**src/rtl/tq_fdct_4x4_seq_if.sv**
```systemverilog
// Row-in / column-out stream bundle for the 4x4 forward core transform.
// The transform block sits on the slave modport; the row source and column sink sit on master.
interface tq_fdct_4x4_seq_if #(
    parameter int IN_WIDTH  = 9,
    parameter int OUT_WIDTH = IN_WIDTH + 6
);
    logic                   in_valid_i;
    logic                   in_ready_o;
    logic [4*IN_WIDTH-1:0]  in_row_i;
    logic                   out_valid_o;
    logic                   out_ready_i;
    logic [4*OUT_WIDTH-1:0] out_col_o;
    logic [1:0]             out_idx_o;
    logic                   out_last_o;

    modport master (
        output in_valid_i, in_row_i, out_ready_i,
        input  in_ready_o, out_valid_o, out_col_o, out_idx_o, out_last_o
    );

    modport slave (
        input  in_valid_i, in_row_i, out_ready_i,
        output in_ready_o, out_valid_o, out_col_o, out_idx_o, out_last_o
    );
endinterface

```
**src/rtl/tq_fdct_4x4_seq.sv**
```systemverilog
// Row-serial forward 4x4 integer core transform: horizontal butterfly on row entry, transpose bank,
// vertical butterfly on column read-out. Define TQ_FDCT_PINGPONG_EN for two overlapping banks.
module tq_fdct_4x4_seq #(
    parameter int IN_WIDTH  = 9,
    parameter int OUT_WIDTH = IN_WIDTH + 6
) (
    input logic               clk,
    input logic               rst_n,
    tq_fdct_4x4_seq_if.slave  bus
);
    localparam int H_W = IN_WIDTH + 3;
`ifdef TQ_FDCT_PINGPONG_EN
    localparam int NUM_BANKS = 2;
`else
    localparam int NUM_BANKS = 1;
`endif

    function automatic logic signed [H_W-1:0] sext_h(input logic [IN_WIDTH-1:0] v);
        return {{(H_W-IN_WIDTH){v[IN_WIDTH-1]}}, v};
    endfunction

    function automatic logic signed [OUT_WIDTH-1:0] sext_o(input logic [H_W-1:0] v);
        return {{(OUT_WIDTH-H_W){v[H_W-1]}}, v};
    endfunction

    logic [1:0]           row_cnt;
    logic [1:0]           col_cnt;
    logic [NUM_BANKS-1:0] full;
    logic [NUM_BANKS-1:0] full_nxt;
    logic                 wr_bank;
    logic                 rd_bank;
    logic                 in_fire;
    logic                 out_fire;

    logic signed [H_W-1:0] bank_mem [NUM_BANKS][4][4];

    // Horizontal butterfly on the incoming row.
    logic signed [H_W-1:0] s [4];
    logic signed [H_W-1:0] h [4];
    logic signed [H_W-1:0] ha, hb, he, hf;

    always_comb begin
        for (int k = 0; k < 4; k++) begin
            s[k] = sext_h(bus.in_row_i[k*IN_WIDTH +: IN_WIDTH]);
        end
        ha   = s[0] + s[3];
        hb   = s[1] + s[2];
        he   = s[0] - s[3];
        hf   = s[1] - s[2];
        h[0] = ha + hb;
        h[1] = (he <<< 1) + hf;
        h[2] = ha - hb;
        h[3] = he - (hf <<< 1);
    end

    // Vertical butterfly on column col_cnt of the read bank.
    logic signed [OUT_WIDTH-1:0] v [4];
    logic signed [OUT_WIDTH-1:0] y [4];
    logic signed [OUT_WIDTH-1:0] va, vb, ve, vf;

    always_comb begin
        for (int k = 0; k < 4; k++) begin
            v[k] = sext_o(bank_mem[rd_bank][k][col_cnt]);
        end
        va   = v[0] + v[3];
        vb   = v[1] + v[2];
        ve   = v[0] - v[3];
        vf   = v[1] - v[2];
        y[0] = va + vb;
        y[1] = (ve <<< 1) + vf;
        y[2] = va - vb;
        y[3] = ve - (vf <<< 1);
    end

    assign bus.in_ready_o  = !full[wr_bank];
    assign bus.out_valid_o = full[rd_bank];
    assign in_fire         = bus.in_valid_i && bus.in_ready_o;
    assign out_fire        = bus.out_valid_o && bus.out_ready_i;

    assign bus.out_col_o  = bus.out_valid_o ? {y[3], y[2], y[1], y[0]} : '0;
    assign bus.out_idx_o  = bus.out_valid_o ? col_cnt : 2'd0;
    assign bus.out_last_o = bus.out_valid_o && (col_cnt == 2'd3);

    // Drain is applied before fill so a same-edge fill and drain both land, whichever banks they hit.
    always_comb begin
        full_nxt = full;
        if (out_fire && col_cnt == 2'd3) full_nxt[rd_bank] = 1'b0;
        if (in_fire && row_cnt == 2'd3)  full_nxt[wr_bank] = 1'b1;
    end

    // NOTE: sequential state uses non-blocking assignments so every register samples pre-edge values.
    always_ff @(posedge clk) begin
        if (!rst_n) begin
            row_cnt <= 2'd0;
            col_cnt <= 2'd0;
            full    <= '0;
        end else begin
            full <= full_nxt;
            if (in_fire)  row_cnt <= row_cnt + 2'd1;
            if (out_fire) col_cnt <= col_cnt + 2'd1;
        end
    end

`ifdef TQ_FDCT_PINGPONG_EN
    always_ff @(posedge clk) begin
        if (!rst_n) begin
            wr_bank <= 1'b0;
            rd_bank <= 1'b0;
        end else begin
            if (in_fire && row_cnt == 2'd3)  wr_bank <= !wr_bank;
            if (out_fire && col_cnt == 2'd3) rd_bank <= !rd_bank;
        end
    end
`else
    assign wr_bank = 1'b0;
    assign rd_bank = 1'b0;
`endif

    // NOTE: the transpose bank has no reset; the full flags decide whether its contents are ever read.
    always_ff @(posedge clk) begin
        if (in_fire) begin
            for (int k = 0; k < 4; k++) begin
                bank_mem[wr_bank][row_cnt][k] <= h[k];
            end
        end
    end

endmodule

```
**src/flat_wrapper.sv**
```systemverilog
// flat-port wrapper written by rule: the top's interface ports become plain ports
module tq_fdct_4x4_seq_flat 
#(
    parameter int IN_WIDTH  = 9,
    parameter int OUT_WIDTH = IN_WIDTH + 6
)
  (clk, rst_n, bus_in_valid_i, bus_in_row_i, bus_out_ready_i, bus_in_ready_o, bus_out_valid_o, bus_out_col_o, bus_out_idx_o, bus_out_last_o);
  tq_fdct_4x4_seq_if #(.IN_WIDTH(IN_WIDTH), .OUT_WIDTH(OUT_WIDTH)) bus_i ();
  input logic clk;
  input logic rst_n;
  input wire logic [$bits(bus_i.in_valid_i)-1:0] bus_in_valid_i;
  input wire logic [$bits(bus_i.in_row_i)-1:0] bus_in_row_i;
  input wire logic [$bits(bus_i.out_ready_i)-1:0] bus_out_ready_i;
  output wire logic [$bits(bus_i.in_ready_o)-1:0] bus_in_ready_o;
  output wire logic [$bits(bus_i.out_valid_o)-1:0] bus_out_valid_o;
  output wire logic [$bits(bus_i.out_col_o)-1:0] bus_out_col_o;
  output wire logic [$bits(bus_i.out_idx_o)-1:0] bus_out_idx_o;
  output wire logic [$bits(bus_i.out_last_o)-1:0] bus_out_last_o;
  assign bus_i.in_valid_i = bus_in_valid_i;
  assign bus_i.in_row_i = bus_in_row_i;
  assign bus_i.out_ready_i = bus_out_ready_i;
  assign bus_in_ready_o = bus_i.in_ready_o;
  assign bus_out_valid_o = bus_i.out_valid_o;
  assign bus_out_col_o = bus_i.out_col_o;
  assign bus_out_idx_o = bus_i.out_idx_o;
  assign bus_out_last_o = bus_i.out_last_o;
  tq_fdct_4x4_seq #(.IN_WIDTH(IN_WIDTH), .OUT_WIDTH(OUT_WIDTH)) u_core (.clk(clk), .rst_n(rst_n), .bus(bus_i));
endmodule
```
**config.mk**
```make
export PLATFORM = sky130hd
export DESIGN_NAME = tq_fdct_4x4_seq_flat
export DESIGN_NICKNAME = d
export VERILOG_FILES = /design/src/rtl/tq_fdct_4x4_seq_if.sv /design/src/rtl/tq_fdct_4x4_seq.sv /design/src/flat_wrapper.sv
export SDC_FILE = /design/constraint.sdc
export NUM_CORES = 1
export LEC_CHECK = 0
export ABC_AREA = 1
export ABC_CLOCK_PERIOD_IN_PS = 9200
export CAP_MARGIN = 5
export CORE_MARGIN = 8
export CORE_UTILIZATION = 30
export CTS_CLUSTER_DIAMETER = 50
export CTS_CLUSTER_SIZE = 14
export DETAILED_ROUTE_END_ITERATION = 8
export PLACE_DENSITY = 0.49
export SLEW_MARGIN = 15
export SYNTH_ARGS = -nofsm -noshare
export SYNTH_HDL_FRONTEND = slang
export SYNTH_SLANG_ARGS = --single-unit
```
**constraint.sdc**
```tcl
create_clock -name clk -period 9.2 [get_ports clk]
set_input_delay 1.84 -clock clk [delete_from_list [all_inputs] [get_ports clk]]
set_output_delay 1.84 -clock clk [all_outputs]
set_load 0.02 [all_outputs]
```
==> flow_metrics.tcl <==
set metrics [dict create \
    outcome "complete, no violations" \
    fin_tns_setup_ns 0 \
    cts_max_level 4 \
    maxCapViolCount 0 \
    drc 0 \
    path_cells "buf_4, nand2_1, a32oi_1, inv_1, ha_1, inv_1, a31oi_1, nor2_1, o21ai_0, nand2_1, xor2_1, inv_1, ha_1, clkinv_1, nor3_1, nand3_1, o2111ai_1, nand3_1, nand2_1, o21ai_0, a21oi_1, clkdlybuf4s50_1" \
    cts_buffer_depth 2 \
    cts_tree "built" \
    grt_pass1_vias 11860 \
    postSynth.asyncResetShare 0 \
    finalPower_uw 4885 \
    row_count 82 \
    cts.sinks 193 \
    dieArea_sq_um 58190 \
    synth-seq-area-share 0.3776 \
    slew_viol_final 0 \
    ant_nets 0 \
    start_util 0.3033 \
    synth_ff_type "edfxtp_1" \
    die_w_um 241.2 \
    critPathLaunchType "flip-flop" \
    cts_buffers 17 \
    gr-usage-all-layers 0.1331 \
    synth_top_area_frac 0.3710 \
    max_freq_ghz 0.1267 \
    tightest_slew_ns 0.9645 \
    synth_common_cells "289 x nand2_1, 272 x inv_1, 188 x edfxtp_1" \
    setup_viol 0 \
    cts_hold_buf 0 \
    io_pins 105 \
    postSynthCellCount 1781 \
    cp.arrival_ns 6.05 \
    synth_area_sq_um 15220 \
    grt_pass1_wl_um 61670 \
    antenna_found_initial 0 \
    port_buffers 104 \
    synthToLayoutAreaGrowth_pct 14.98 \
    path_class "flip-flop to output port" \
    hpwl_um 31270 \
    cts_resized 0 \
    dr.pass1.iters 5 \
    fin_nets 2095 \
    end_kind "output port" \
    slew_headroom 0.3570 \
    n_antenna_cell 0 \
    p_leak_uw 0.007776 \
    ys_types 50 \
    grt_max_degree 97 \
    fin_crit_ns 7.890 \
    cts_setup_buffers 0 \
    synth_enable_flop_cells 188 \
    wl_per_cell_um 15.45 \
    via_per_inst 4.701 \
    yosysWarnings 0 \
    hp-class "flip-flop to flip-flop" \
    ys_seq_elements 193 \
    fillers 5165 \
    rsz0062_at_grt "false" \
    synthesis.nets 2018 \
    crit_required_ns 7.36 \
    cp_slowest_cell "buf_4" \
    peakVddDrop_mv 0.09898 \
    cp_slowest_stage_delay_ns 0.69 \
    yosys-top-cells-area "edfxtp_1 37%, ha_1 15%, nand2_1 7.1%, inv_1 6.7%, a21oi_1 5.7%" \
    finalWirelength_um 39280 \
    routabilityCongestion 0.9079 \
    synth_largest_area_cell "edfxtp_1" \
    clkTransAtPathRegs_ns 0.07 \
    clk_latency_ns 0.43 \
    avgSynthCellArea_sq_um 8.544 \
    die_h_um 241.2 \
    layout-drive-gt1-share 0.04439 \
    core-area_sq_um 50170 \
    drt_iter0_drc 650 \
    overflow 0 \
    power_density_nw_per_um2 279.2 \
    vias 11950 \
    cp_max_fo 96 \
    cts-root-buf "clkbuf_16" \
    finalCritPeriodShare 0.8576 \
    final_hold_viol_count 0 \
    finalClockSkew_ns 0.01084 \
    synth_most_common_cell "nand2_1" \
]
[logic make-up after synthesis]
| group | share of synthesized area |
|---|---|
| simple gates | 0.1487 |
| xor+xnor | 0.06093 |
| flops | 0.3776 |
| fa+ha+maj | 0.1699 |
| buf+inv | 0.08757 |
| compound gates | 0.1554 |
[state kept, by name (all words and copies together) (netlist names)]
register                count
u_core.row_cnt              2
u_core.bus.out_valid_o      1
u_core.bank_mem           188
u_core.col_cnt              2
[power breakdown]
part           switching (uW)  internal (uW)
Sequential               23.8           1250
Clock                     305            427
Combinational            1920            954
[cells in the final DEF, fill, tap and decap left out, types with 6 or more instances in the layout]
cell type / n
nand2_1: 289
ha_1: 181
nand2_2: 16
o31ai_1: 6
o21bai_1: 20
buf_4: 10
nor3_1: 22
inv_1: 270
fa_1: 16
clkdlybuf4s50_1: 104
nor2_1: 136
o22ai_1: 24
a21oi_1: 172
a211oi_1: 6
edfxtp_1: 188
xnor2_1: 13
nand3_1: 51
a32oi_1: 23
nand4_1: 14
clkbuf_16: 17
o21ai_0: 112
xor2_1: 91
a31oi_1: 6
[worst paths after layout]
path | start | endpoint | slack, ns | cells past startpoint
worst max register to register | u_core.bus.out_valid_o | u_core.bank_mem[0][10] | 6.52 | 7
worst min register to register | u_core.row_cnt[1] | u_core.row_cnt[1] | 0.54 | 2
worst max-delay path | u_core.col_cnt[0] | bus_out_col_o[11] | 1.31 | 22
worst min-delay path | u_core.row_cnt[1] | u_core.row_cnt[1] | 0.54 | 2
[worst max-delay path: cells and delay by family, from the launching register on]
kind	cells	cell delay (ns)
DFF	1	0.34
adders and majority gates	2	0.85
AOI/OAI and AO/OA	6	1.42
and+or+nand+nor	7	0.87
buffers and inverters	6	1.82
xor gates and xnor gates	1	0.24
[stage by stage]
step	util	instances	hold WS [ns]	setup WS, ns	cell area, sq um
2_1_floorplan	-	1781	0.4897	3.090	15220
3_3_place_gp	0.3370	2511	0.5140	1.837	16910
3_5_place_dp	0.3370	2511	0.5352	1.776	16910
4_1_cts	0.3487	2542	0.5449	1.281	17500
5_1_grt	0.3487	2542	0.5668	0.5955	17500
6_report	0.3487	2542	0.5375	1.310	17500
[metal layers]
layer,routed length [um],vias up,GRT usage
li1,-,6129,-
met1,18890,5522,0.1769
met2,18060,264,0.2256
met3,1638,36,0.01581
met4,693,0,0.03928
met5,0,-,0
[layout make-up]
cell class	instances	area, sq um	share of cell area
multi-input cells	1255	8162	0.4665
flip-flops and latches	193	5747	0.3284
clock inverters	12	157.7	0.009010
repair buffers	114	1116	0.06379
inverters	277	1041	0.05950
well taps	672	840.8	0.04805
clock buffers	19	432.9	0.02474
No activity file was read; power rests on OpenSTA's default activity.
